==> config.mk <==
export PLATFORM = sky130hd
export DESIGN_NAME = link_monitor
export DESIGN_NICKNAME = d
export VERILOG_FILES = /design/src/rtl/link_monitor.sv
export SDC_FILE = /design/constraint.sdc
export NUM_CORES = 1
export LEC_CHECK = 0
export CAP_MARGIN = 10
export CORE_MARGIN = 3
export CORE_UTILIZATION = 25
export DETAILED_ROUTE_END_ITERATION = 10
export DONT_BUFFER_PORTS = 1
export PLACE_DENSITY_LB_ADDON = 0.1
export SLEW_MARGIN = 10
export SYNTH_ARGS = -nofsm -noshare
export SYNTH_HDL_FRONTEND = slang
export SYNTH_SLANG_ARGS = --single-unit
==> constraint.sdc <==
create_clock -name clk -period 2.55 [get_ports clk]
set_input_delay 0.51 -clock clk [delete_from_list [all_inputs] [get_ports clk]]
set_output_delay 0.51 -clock clk [all_outputs]
set_load 0.02 [all_outputs]
==> src/rtl/link_monitor.sv <==
// Link qualification monitor: synchronizes PHY signal detect, qualifies the link
// on consecutive good frames, and drops it on silence, error bursts or signal loss.
module link_monitor #(
  parameter int unsigned FRAME_TIMEOUT = 100_000,
  parameter int unsigned UP_FRAMES     = 4,
  parameter int unsigned ERR_WINDOW    = 1_000_000,
  parameter int unsigned ERR_LIMIT     = 8
) (
  input  logic        clk,
  input  logic        rst_n,
  input  logic        sig_detect,
  input  logic        rx_valid,
  input  logic        rx_err,
  output logic        link_ok,
  output logic        link_up,
  output logic        link_down,
  output logic [15:0] err_total
);

  typedef enum logic [1:0] {DOWN, QUALIFY, UP, SUSPECT} state_t;

  localparam logic [23:0] TIMEOUT  = 24'(FRAME_TIMEOUT);
  localparam logic [23:0] WIN_LAST = 24'(ERR_WINDOW - 1);
  localparam logic [4:0]  UP_CNT   = 5'(UP_FRAMES);
  localparam logic [8:0]  LIMIT    = 9'(ERR_LIMIT);

  state_t      state, state_next;
  logic        sig_meta, sig_sync;
  logic [3:0]  good_cnt, good_cnt_next;
  logic [23:0] frame_timer, win_cnt;
  logic [7:0]  win_err;
  logic [8:0]  win_err_inc;
  logic        link_ok_q;
  logic        good, timeout, in_link, wrap, err_hit;

  // An errored frame is never counted good, even when rx_valid is also high.
  assign good        = rx_valid & ~rx_err;
  assign timeout     = (frame_timer == TIMEOUT);
  assign in_link     = (state == UP) || (state == SUSPECT);
  assign wrap        = in_link && (win_cnt == WIN_LAST);
  assign win_err_inc = wrap ? 9'd1 : ({1'b0, win_err} + 9'd1);
  assign err_hit     = rx_err && in_link && (win_err_inc >= LIMIT);

  always_ff @(posedge clk or negedge rst_n) begin
    if (!rst_n) begin
      sig_meta <= 1'b0;
      sig_sync <= 1'b0;
    end else begin
      sig_meta <= sig_detect;
      sig_sync <= sig_meta;
    end
  end

  always_ff @(posedge clk or negedge rst_n) begin
    if (!rst_n) begin
      state    <= DOWN;
      good_cnt <= '0;
    end else begin
      state    <= state_next;
      good_cnt <= good_cnt_next;
    end
  end

  always_comb begin
    state_next    = state;
    good_cnt_next = good_cnt;
    case (state)
      DOWN: begin
        good_cnt_next = '0;
        if (sig_sync && good) begin
          good_cnt_next = 4'd1;
          state_next    = (UP_CNT == 5'd1) ? UP : QUALIFY;
        end
      end
      QUALIFY: begin
        if (!sig_sync || rx_err) begin
          state_next = DOWN;
        end else if (good) begin
          if (({1'b0, good_cnt} + 5'd1) >= UP_CNT) state_next = UP;
          else good_cnt_next = good_cnt + 4'd1;
        end else if (timeout) begin
          state_next = DOWN;
        end
      end
      UP: begin
        if (!sig_sync || err_hit)   state_next = DOWN;
        else if (!good && timeout)  state_next = SUSPECT;
      end
      SUSPECT: begin
        if (!sig_sync || err_hit)   state_next = DOWN;
        else if (good)              state_next = UP;
        else if (timeout)           state_next = DOWN;
      end
      default: state_next = DOWN;
    endcase
  end

  always_ff @(posedge clk or negedge rst_n) begin
    if (!rst_n) begin
      frame_timer <= '0;
      win_cnt     <= '0;
      win_err     <= '0;
      err_total   <= '0;
      link_ok_q   <= 1'b0;
    end else begin
      if ((state_next != state) || good || (state == DOWN)) frame_timer <= '0;
      else frame_timer <= frame_timer + 24'd1;

      if (!in_link || wrap) win_cnt <= '0;
      else win_cnt <= win_cnt + 24'd1;

      // Outside UP/SUSPECT the count is held clear, so entry from QUALIFY starts fresh.
      if (!in_link)    win_err <= '0;
      else if (rx_err) win_err <= win_err_inc[8] ? 8'hFF : win_err_inc[7:0];
      else if (wrap)   win_err <= '0;

      if (rx_err && (err_total != '1)) err_total <= err_total + 16'd1;

      link_ok_q <= link_ok;
    end
  end

  // Pulses compare against the previous link_ok, so UP<->SUSPECT is silent and
  // reset clears both sides together without a link_down.
  always_comb begin
    link_ok   = in_link;
    link_up   = link_ok & ~link_ok_q;
    link_down = ~link_ok & link_ok_q;
  end

endmodule

-- Word level (Yosys, flattened, before mapping)
Index checks and enable logic that the tools add are counted.
W data, S select, Z words.
- add/sub/neg operators: 6
- order comparisons: 2
- eq/ne operators: 11
- multiplexer cells: 22
- bitwise operators: 6
- reduce and logical (&&, ||, !) cells: 18
- operators with widths (kind ; count):
    $add A24 B1 Y24 const B ; 2
    $mux W24 ; 2
    $mux W8 ; 4
    $eq A24 B17 Y1 const B ; 1
    $eq A24 B20 Y1 const B ; 1
    $mux W2 ; 9
    $add A16 B1 Y16 const B ; 1
    $ne A16 B16 Y1 const B ; 1
    $mux W4 ; 3
    $add A8 B1 Y9 const B ; 1
    $ge A9 B4 Y1 const B ; 1
    $mux W9 ; 1
    $pmux W2 S4 ; 1
    $pmux W4 S2 ; 1
    $logic_and A1 B1 Y1 ; 6
    $logic_or A1 B1 Y1 ; 6
    $ne A2 B2 Y1 const B ; 3
    $add A4 B1 Y5 const B ; 1
    $ge A5 B3 Y1 const B ; 1
    $add A4 B1 Y4 const B ; 1
    $eq A2 B2 Y1 const B ; 2
    $reduce_and A4 Y1 ; 1
    $and A1 B1 Y1 ; 3
    $logic_not A1 Y1 ; 3
    other kinds (7) ; 9
- register bits after elaboration: 81
- output and inout bits: 19

-- Longest topological paths before layout
- depth after elaboration: 13
- depth in mapped cells: 8
- gate-level depth less buffers: 7

-- Worst setup path after synthesis
No wires, ideal clock.
- path type: reg-to-reg
- start: register frame_timer[2]
- end: register state[0]
- arrival: 2.290 ns
- required time: 2.446 ns
- setup slack: 0.156 ns
- stages on the path, launching flop included: 6
- cells stage by stage: dfrtp_1 > or4_1 > or4_4 > or3_1 > a2111o_1 > o311ai_1
- cells in the longest elaborated chain, start to end: 5
- elaborated cells on any way between the ends: 10
- RTL lines (element ; RTL line ; text):
    start, declared ; 30 ; logic [23:0] frame_timer, win_cnt;
    start signal, assigned ; 107 ; else frame_timer <= frame_timer + 24'd1;
    $eq A24 B17 Y1 (*) ; 38 ; assign timeout = (frame_timer == TIMEOUT);
    $mux W2 / $logic_and A1 B1 Y1 (equally long branches) ; 81, 92, 87 ;
    $mux W2, on equally long branches ; 91, 78, 87 ;
    $mux W2, on equally long branches ; 90, 76, 86 ;
    $pmux W2 S4 (*) ; 67 ; case (state)
    named net state_next[0] ; 27 ; state_t state, state_next;
    end signal, assigned ; 59 ; state <= state_next;
    end, declared ; 27 ;
The timed path passes the listed nets; every way through them passes the cells marked *.
A chain may end at the register's enable or synchronous reset.

-- Worst setup path in the final report
- start: register frame_timer[18]
- end: register state[0]
The elaborated chain is that of the path after synthesis.

==> metrics.yaml <==
clk_pin_slew_ns: 0.06
hold_violations: 0
numCtsBuffers: 9
synth_top_family_by_area: "simple AND/OR/NAND/NOR gates"
n_fill_cell: 1730
firstDrtPassIters: 5
max_freq_mhz: 408
n_antenna_cell: 0
max_cap_viol_count: 0
clock-root-buffer: "clkbuf_16"
startpoint_type: "flip-flop"
post-route-min-period_ns: 2.45
via_per_inst: 4.80
swShare_pct: 27.3
hpwl_mm: 6.44
ys_async_sr_fraction_pct: 100
pwr-share-seq_pct: 51.9
synthMuxAreaShare_pct: 0
setup-tns-final_ns: 0
combinationalPowerShare_pct: 5.8
core_area_sq_um: 16000
synth_nets: 443
layout.nets: 452
portBuffers: 0
syn_area_sq_um: 4110
crit_end: "state[0]$_DFF_PN0_"
p_leak_nw: 1.87
rsz0062_at_grt: "no"
drc: 0
drv_slew: 0
cts_tree: "done"
ys_seq_area_share_pct: 49.3
post-synth-top-count-cell: "dfrtp_1"
h-tree-depth: 3
synthDistinctLibCells: 45
synth_top_cell_by_area: "dfrtp_1"
drt_iter0_markers: 193
cp_slowest_cell: "or4_4"
hold_class: "input pin to asynchronous set/reset pin"
io_pins: 24
clockBufferDepth: 2
dieArea_sq_um: 18000
synth-seq-cells: 81
num_rows: 46
overflow: 0
path_class: "flip-flop to flip-flop"
arrival_ns: 2.70
cp_max_fo: 4
r2r_end: "state[0]$_DFF_PN0_"
yosys_warnings: 0
setup_violations: 0
wire_per_inst_microns: 14.4
place_congestion: 0.706
post-route-period-util_pct: 96.2
relSlewSlack_pct: 61.4
synth_compound_area_share_pct: 6.88
syn_inst: 431
avgSynthCellArea_sq_um: 9.54
crit_family: "simple AND/OR/NAND/NOR gates"
clkSinkCount: 81
routed_wl_mm: 9.54
insertion_delay_ns: 0.35
dr_total_vias: 3170
p_sw_mw: 0.822
synth-edff-count: 0
critPathLaunch: "frame_timer[18]$_DFF_PN0_"
cp.depth: 5
start_util_pct: 25.7
die_w_microns: 134
finish.utilization_pct: 29.6
tightest_slew_ns: 0.574
yosysTopAreaCellShare_pct: 49.3
antenna_found_initial: 0
die_y_microns: 134
power.density_nw_per_um2: 635
path_cells: "or4_1 -> or4_4 -> or3_1 -> a2111o_1 -> o311ai_1"
r2r-start: "frame_timer[18]$_DFF_PN0_"
synthToLayoutAreaGrowth_pct: 15.2
worstSetupEndpointType: "flip-flop"
synth_flop_cell: "dfrtp_1"
synthAdderAreaFrac_pct: 2.13
ant_nets: 0
status: "completed"
synth_xor_area_share_pct: 12.4
clockPowerShare_pct: 42.3
power.internal_mw: 2.18
synth_area_leaders: "dfrtp_1 49%, xor2_1 6.8%, nor2_1 5.8%"
grt_use_total_pct: 11.4
grt_max_degree: 82
drive_gt1_share_pct: 6.76
slowest_delay_ns: 0.58
seqCellArea_sq_um: 2030
netlist_top_cells_count: "81 x dfrtp_1, 64 x nor2_1, 33 x nand2_1"
rrSetupSlack_ns: 0.1
crit_buf_inv: 0
synthSimpleGateAreaFrac_pct: 27.3
grt_pass1_wl_mm: 16.5
grt_pass1_vias: 3147
multi_input_area_sq_um: 2000
rr_worst_depth: 5
skew_ns: 0.00741
vdd_drop_max_mv: 0.326
cp.required_ns: 2.80
[cell usage in the layout, fill, tap and decap left out, types with 12 or more instances in the layout]
master / Yosys / routed
xor2_1: 32 / 32
nor2_1: 64 / 64
nand3_1: 32 / 32
nand4_1: 22 / 22
dfrtp_1: 81 / 81
nor3_1: 18 / 18
and3_1: 13 / 13
a21oi_1: 12 / 12
xnor2_1: 26 / 26
nand2_1: 33 / 33
[through the flow]
| stage | cell area [sq um] | setup slack (ns) | hold WS, ns | cells | power, mW |
|---|---|---|---|---|---|
| final | 4740 | 0.0974 | 0.0529 | 660 | 3.01 |
| after global routing | 4740 | 0.00940 | 0.0998 | 660 | 3.15 |
| after CTS | 4720 | 0.0848 | 0.0781 | 658 | 3.07 |
| after detailed placement | 4420 | 0.101 | 0.218 | 642 | 1.73 |
| after global placement | 4420 | 0.149 | 0.217 | 642 | 1.73 |
| after floorplan | 4110 | 0.156 | 0.214 | 431 | 1.68 |
[layer usage]
| layer | wire, microns | global-route usage, % | vias up |
|---|---|---|---|
| met5 | 0 | 0 | - |
| met4 | 183 | 4.69 | 0 |
| met3 | 361 | 3.23 | 16 |
| met2 | 4290 | 17.1 | 40 |
| met1 | 4700 | 15.5 | 1567 |
| li1 | - | - | 1547 |
[power groups by stage]
| stage | combinational [mW] | sequential (mW) | clock, mW |
|---|---|---|---|
| 2_1_floorplan | 0.127 | 1.56 | 0 |
| 3_5_place_dp | 0.146 | 1.59 | 0 |
| 3_3_place_gp | 0.143 | 1.59 | 0 |
| 4_1_cts | 0.180 | 1.56 | 1.32 |
| 6_report | 0.174 | 1.56 | 1.27 |
| 5_1_grt | 0.204 | 1.57 | 1.37 |
[worst register-to-register path, cell delays in order, from the launching register on]
cell,delay (ns)
dfrtp_1,0.40
or4_1,0.51
or4_4,0.58
or3_1,0.37
a2111o_1,0.41
o311ai_1,0.09
[cell families after synthesis]
family | after synthesis
simple gates | 221
fa+ha+maj | 7
xor+xnor | 58
flops | 81
buf+inv | 22
compound gates | 42
[registers in the layout, indices dropped and copies added (netlist names)]
| signal | cells |
|---|---|
| sig_meta | 1 |
| err_total | 16 |
| sig_sync | 1 |
| state | 2 |
| good_cnt | 4 |
| win_err | 8 |
| link_ok_q | 1 |
| frame_timer | 24 |
| win_cnt | 24 |
[area by class of cell]
cell class	count	area share, %
Sequential cell	81	42.8
Multi-Input combinational cell	328	42.2
Tap cell	216	5.71
Clock buffer	11	4.91
Timing Repair Buffer	11	2.69
Clock inverter	4	0.951
Inverter	9	0.713
[repair_timing]
item | 4_1_cts | 5_1_grt
hold buffers | 1 | 0
hold endpoints to repair | 81 | 0
setup endpoints to repair | 0 | 1
setup buffers | 0 | 2
resized for setup | 0 | 0
[worst min-delay path by stage]
| stage | end | slack [ns] | depth (start not counted) |
|---|---|---|---|
| after floorplan | err_total[0]$_DFFE_PN0P_ | 0.21 | 0 |
| after CTS | err_total[14]$_DFFE_PN0P_ | 0.08 | 1 |
| final | err_total[14]$_DFFE_PN0P_ | 0.05 | 1 |
| after global placement | err_total[3]$_DFFE_PN0P_ | 0.22 | 0 |
| after detailed placement | err_total[3]$_DFFE_PN0P_ | 0.22 | 0 |
| after global routing | err_total[14]$_DFFE_PN0P_ | 0.1 | 1 |
(Power assumes the default switching activity.)
